**config.mk**
```make
export PLATFORM = sky130hd
export DESIGN_NAME = mist_sd_arbiter
export DESIGN_NICKNAME = d
export VERILOG_FILES = /design/src/rtl/mist_sd_arbiter.sv
export SDC_FILE = /design/constraint.sdc
export NUM_CORES = 1
export LEC_CHECK = 0
export ABC_AREA = 1
export CORE_MARGIN = 8
export CORE_UTILIZATION = 39
export CTS_CLUSTER_SIZE = 20
export DETAILED_ROUTE_END_ITERATION = 6
export PLACE_DENSITY = 0.79
export SLEW_MARGIN = 20
export SYNTH_ARGS = -nofsm -noshare
export SYNTH_HDL_FRONTEND = slang
export SYNTH_SLANG_ARGS = --single-unit
```
**constraint.sdc**
```tcl
create_clock -name clk_sys -period 1.6 [get_ports clk_sys]
set_input_delay 0.32 -clock clk_sys [delete_from_list [all_inputs] [get_ports clk_sys]]
set_output_delay 0.32 -clock clk_sys [all_outputs]
set_load 0.005 [all_outputs]
```
**src/rtl/mist_sd_arbiter.sv**
```systemverilog
// mist_sd_arbiter
// ---------------
// Shares one user_io SD-card sector interface between two requesters.
// Requesters raise rd_req[i] or wr_req[i] and hold it until done[i] or err[i].
// The arbiter grants one owner at a time. It latches that owner's sector
// address and issues sd_rd/sd_wr. It routes the byte stream to and from the
// owner during the transfer. It signals completion with a one-cycle done
// pulse, or signals a missing acknowledge with a one-cycle err pulse.
//
// Ports
//   clk_sys      in   system clock, all logic on the rising edge
//   reset        in   synchronous active-high reset
//   rd_req       in   [1:0] per-requester sector-read request
//   wr_req       in   [1:0] per-requester sector-write request
//   lba_0/lba_1  in   [31:0] sector address of requester 0 / 1
//   din_0/din_1  in   [7:0] write-buffer byte of requester 0 / 1
//   grant        out  [1:0] one-hot current owner, 00 when idle
//   done         out  [1:0] completion pulse on the owner's bit
//   err          out  [1:0] timeout-abort pulse on the owner's bit
//   buff_wr      out  [1:0] sd_buff_wr routed to the owner's bit
//   sd_lba       out  [31:0] registered sector address to user_io
//   sd_rd/sd_wr  out  registered read / write request to user_io
//   sd_ack       in   user_io acknowledge, high for the whole transfer
//   sd_buff_wr   in   user_io read-data strobe
//   sd_buff_din  out  [7:0] write data to user_io
module mist_sd_arbiter #(
    parameter logic [23:0] TIMEOUT = 24'd10_000_000
) (
    input  logic        clk_sys,
    input  logic        reset,
    input  logic [1:0]  rd_req,
    input  logic [1:0]  wr_req,
    input  logic [31:0] lba_0,
    input  logic [31:0] lba_1,
    input  logic [7:0]  din_0,
    input  logic [7:0]  din_1,
    output logic [1:0]  grant,
    output logic [1:0]  done,
    output logic [1:0]  err,
    output logic [1:0]  buff_wr,
    output logic [31:0] sd_lba,
    output logic        sd_rd,
    output logic        sd_wr,
    input  logic        sd_ack,
    input  logic        sd_buff_wr,
    output logic [7:0]  sd_buff_din
);

    typedef enum logic [1:0] {
        S_IDLE = 2'd0,
        S_REQ  = 2'd1,
        S_XFER = 2'd2,
        S_DONE = 2'd3
    } state_t;

    // Last count value of the acknowledge wait; abort happens on this edge.
    localparam logic [23:0] TO_LAST = TIMEOUT - 24'd1;

    state_t      state_q, state_d;
    logic        owner_q, owner_d;
    logic        rr_q,    rr_d;
    logic [1:0]  grant_q, grant_d;
    logic [1:0]  err_q,   err_d;
    logic        rd_q,    rd_d;
    logic        wr_q,    wr_d;
    logic [31:0] lba_q,   lba_d;
    logic [23:0] cnt_q,   cnt_d;

    logic [1:0]  pend;
    logic        sel;
    logic [1:0]  owner_oh;
    logic        timeout_hit;

    assign pend     = rd_req | wr_req;
    // With both requesters pending the round-robin pointer decides. Otherwise
    // the single pending requester wins.
    assign sel      = (pend == 2'b11) ? rr_q : pend[1];
    assign owner_oh = owner_q ? 2'b10 : 2'b01;
    assign timeout_hit = (cnt_q == TO_LAST) && !sd_ack;

    // State register
    always_ff @(posedge clk_sys) begin
        if (reset) begin
            state_q <= S_IDLE;
            owner_q <= 1'b0;
            rr_q    <= 1'b0;
            grant_q <= 2'b00;
            err_q   <= 2'b00;
            rd_q    <= 1'b0;
            wr_q    <= 1'b0;
            lba_q   <= 32'd0;
            cnt_q   <= 24'd0;
        end else begin
            state_q <= state_d;
            owner_q <= owner_d;
            rr_q    <= rr_d;
            grant_q <= grant_d;
            err_q   <= err_d;
            rd_q    <= rd_d;
            wr_q    <= wr_d;
            lba_q   <= lba_d;
            cnt_q   <= cnt_d;
        end
    end

    // Next-state logic
    always_comb begin
        state_d = state_q;
        owner_d = owner_q;
        rr_d    = rr_q;
        grant_d = grant_q;
        err_d   = 2'b00;
        rd_d    = rd_q;
        wr_d    = wr_q;
        lba_d   = lba_q;
        cnt_d   = cnt_q;

        unique case (state_q)
            S_IDLE: begin
                // sd_ack is deliberately not looked at here.
                if (pend != 2'b00) begin
                    state_d = S_REQ;
                    owner_d = sel;
                    grant_d = sel ? 2'b10 : 2'b01;
                    lba_d   = sel ? lba_1 : lba_0;
                    // A requester asking for both operations gets a read.
                    rd_d    = rd_req[sel];
                    wr_d    = !rd_req[sel];
                    cnt_d   = 24'd0;
                end
            end
            S_REQ: begin
                cnt_d = cnt_q + 24'd1;
                if (sd_ack) begin
                    state_d = S_XFER;
                    rd_d    = 1'b0;
                    wr_d    = 1'b0;
                end else if (timeout_hit) begin
                    // Abort leaves rr untouched so the same requester keeps
                    // its priority when it retries.
                    state_d = S_IDLE;
                    rd_d    = 1'b0;
                    wr_d    = 1'b0;
                    grant_d = 2'b00;
                    err_d   = owner_oh;
                end
            end
            S_XFER: begin
                if (!sd_ack) begin
                    state_d = S_DONE;
                end
            end
            S_DONE: begin
                state_d = S_IDLE;
                rr_d    = !owner_q;
                grant_d = 2'b00;
            end
            default: begin
                state_d = S_IDLE;
            end
        endcase
    end

    // Output logic
    always_comb begin
        done        = 2'b00;
        buff_wr     = 2'b00;
        sd_buff_din = 8'h00;
        if (state_q == S_DONE) begin
            done = owner_oh;
        end
        if (state_q == S_XFER) begin
            buff_wr     = owner_q ? {sd_buff_wr, 1'b0} : {1'b0, sd_buff_wr};
            sd_buff_din = owner_q ? din_1 : din_0;
        end
    end

    assign grant  = grant_q;
    assign err    = err_q;
    assign sd_rd  = rd_q;
    assign sd_wr  = wr_q;
    assign sd_lba = lba_q;

endmodule

```
==> impl_metrics.py <==
metrics = {
    "logic_synthesis": {
        "synthFlopType": "dfxtp_1",
        "syn-num-nets": 633,
        "synth_top_area_cell": "dfxtp_1",
        "synth_top_area_share_pct": 38.4,
        "synthesis.area_per_instance_um2": 6.37,
        "yosys_warnings": 0,
        "synth.cells.most_frequent": "nor2_1, nand2_1, dfxtp_1",
        "synth_cells": 540,
        "synth_area_leaders": "dfxtp_1, nor2_1, nand2_1",
        "netlist_area_mm2": 0.00344,
        "synth-edff-count": 0,
        "yosysSeqAreaShare_pct": 38.4,
        "synth.distinct_cells": 32,
        "synthArstFlopShare_pct": 0,
        "ys_seq_elements": 66,
        "synth.most_common_cell": "nor2_1",
    },
    "run": {
        "cap_violations": 0,
    },
    "timing": {
        "fin_ws_ns": -0.0388,
        "whs_ns": 0.464,
        "rsz0062_at_grt": "true",
        "final_max_slew_viol_count": 0,
        "setup_viol": 5,
        "min_period_over_period_pct": 102,
        "fin_tns_setup_ns": -0.0793,
        "tightest_slew_ns": 0.356,
        "fin_crit_ns": 1.64,
        "finalClockSkew_ns": 0.0121,
        "finalHoldViolations": 0,
        "fmax_mhz": 610,
        "slew_headroom_pct": 76.2,
    },
    "outcome": {
        "violations": "setup timing",
        "status": "complete, but fails checks",
    },
    "setup_path": {
        "r2r-start": "state_q[0]",
        "critPathLaunchType": "flip-flop",
        "rrSetupSlack_ns": -0.01,
        "cp_max_fo": 6,
        "worstSetupPathType": "reg2out",
        "r2r_end": "cnt_q[10]",
        "cp.required_ns": 1.28,
        "r2r_cells": 10,
        "critPathCaptureType": "primary output",
        "crit_arrival_ns": 1.32,
    },
    "route": {
        "drc": 0,
        "ant_nets": 0,
        "first_pass_iters": 5,
        "num_vias": 4020,
        "avgRoutedWirePerCell_um": 14.5,
        "drt-vias-per-instance": 4.91,
        "drt-total-wl_um": 11800,
        "drt-initial-drc-count": 157,
    },
    "final_layout": {
        "drive_gt1_share_pct": 15.8,
        "diodes": 0,
        "stdcell_area_mm2": 0.00545,
        "fin_nets": 800,
        "syn2layout_area_growth_pct": 58.4,
    },
    "cts": {
        "path_clk_slew_ns": 0.08,
        "root_buffer": "clkbuf_8",
        "clk_path_buf_depth": 2,
        "cts_tree": "built",
        "clock-sinks": 66,
        "htree_levels": 3,
        "cts_made_buffers": 9,
        "clock_latency_ns": 0.35,
    },
    "floorplanning": {
        "ios": 138,
        "core.rowCount": 34,
        "initial_utilization_pct": 39.8,
        "die_x_um": 110,
        "dieHeight_um": 110,
        "dieArea_mm2": 0.0121,
        "core_area_mm2": 0.00864,
    },
    "min_path": {
        "hold_start": "sd_lba[1]",
        "whs_path_depth": 2,
        "holdPathEnd": "sd_lba[1]",
        "worst_hold_path_type": "reg2reg",
    },
    "placed_design": {
        "dpl_worst_slack_ns": -0.342,
        "placed_cell_area_mm2": 0.00510,
        "hpwl_um": 8880,
        "place_congestion": 0.925,
        "io_buffers": 137,
    },
    "global_routing": {
        "grt_pass1_wl_um": 17800,
        "grt_pass1_vias": 3763,
        "grt_max_degree": 36,
        "antenna_found_initial": 0,
        "overflow": 0,
        "grt.total_usage_pct": 18.4,
    },
    "power_and_ir_drop": {
        "power_density_mw_per_mm2": 1360,
        "peakVddDrop_v": 0.000581,
        "p_leak_uw": 0.00226,
    },
}
[worst max path at each step]
stage	end	slack, ns
2_1_floorplan	cnt_q[18]	0.02
3_5_place_dp	sd_rd	-0.34
5_1_grt	cnt_q[18]	-0.12
4_1_cts	sd_buff_din[7]	-0.02
6_report	sd_buff_din[1]	-0.04
3_3_place_gp	sd_rd	-0.30
[timing repair]
item / in CTS / in global routing
setup buffers: 5 / 0
gates cloned: 0 / 1
gates resized for setup: 71 / 34
setup endpoints to repair: 60 / 54
hold buffers: 0 / 0
pin swaps: 5 / 8
[flip-flops by register name, indices dropped and copies added (netlist names), named ones only]
register  flops
sd_wr         1
rr_q          1
sd_lba       32
owner_q       1
grant         2
err           2
cnt_q        24
sd_rd         1
state_q       1
[cell type report]
class	instances	area (µm²)
flip-flops and latches	66	1330
multi-input cells	401	1940
inverters	53	214
repair inverters	1	6.26
well taps	108	135
repair buffers	175	1620
clock inverters	6	82.6
fillers	761	3180
clock buffers	9	124
[worst max-delay path, cell delays in order (launching register included)]
cell and delay (ns):
dfxtp_2 0.38, ha_4 0.19, buf_6 0.13, o21ai_1 0.06, nor2_1 0.09, buf_2 0.12
[placed cells by master, fill, tap and decap left out, types with 2 or more instances in the layout]
cell type / n
nor2_1: 125
clkdlybuf4s50_1: 123
nand2_1: 109
dfxtp_1: 63
a21oi_1: 47
inv_1: 45
o21ai_0: 39
buf_4: 34
nand3_1: 17
buf_2: 12
clkbuf_8: 9
nor2_2: 8
o21ai_1: 7
nor3_1: 7
nand4_1: 7
nand2_2: 6
inv_2: 5
nor3_2: 4
nor2_4: 4
ha_4: 4
clkinv_2: 3
buf_6: 3
o21ai_2: 2
nand3_2: 2
o21ai_4: 2
inv_4: 2
nor4_1: 2
dfxtp_2: 2
bufinv_16: 2
dlymetal6s2s_1: 2
[through the flow]
stage / util, % / power [µW] / std cells
floorplan: - / 3920 / 540
global placement: 59.0 / 5470 / 799
detailed placement: 59.0 / 5570 / 799
CTS: 62.2 / 7270 / 819
global route: 63.1 / 7860 / 819
finish: 63.1 / 7390 / 819
[per-layer routing]
metal / GRT usage (%) / part of all wire, % / vias to the layer above / routed length [µm]
li1: - / - / 2057 / -
met1: 21.1 / 40 / 1821 / 4720
met2: 32.6 / 52 / 126 / 6200
met3: 3.58 / 6.0 / 16 / 714
met4: 7.52 / 1.7 / 0 / 198
met5: 0 / 0 / - / 0
[report_power, final]
group,switching (µW),internal [µW],leakage (µW)
clock,641,860,0.000105
combinational,1870,1790,0.00161
sequential,209,2020,0.000542
total,2720,4670,0.00226
[logic make-up (layout without fill, tap and decap cells)]
group | Yosys count | in the layout | synth area share (%)
AO/OA/AOI/OAI | 102 | 102 | 15.5
adder cells (fa/ha/maj) | 5 | 5 | 1.82
buffers and inverters | 73 | 244 | 8.87
flip-flops | 66 | 66 | 38.4
AND/OR/NAND/NOR | 294 | 294 | 35.4
Note: power is estimated with default switching activity, not from simulation.
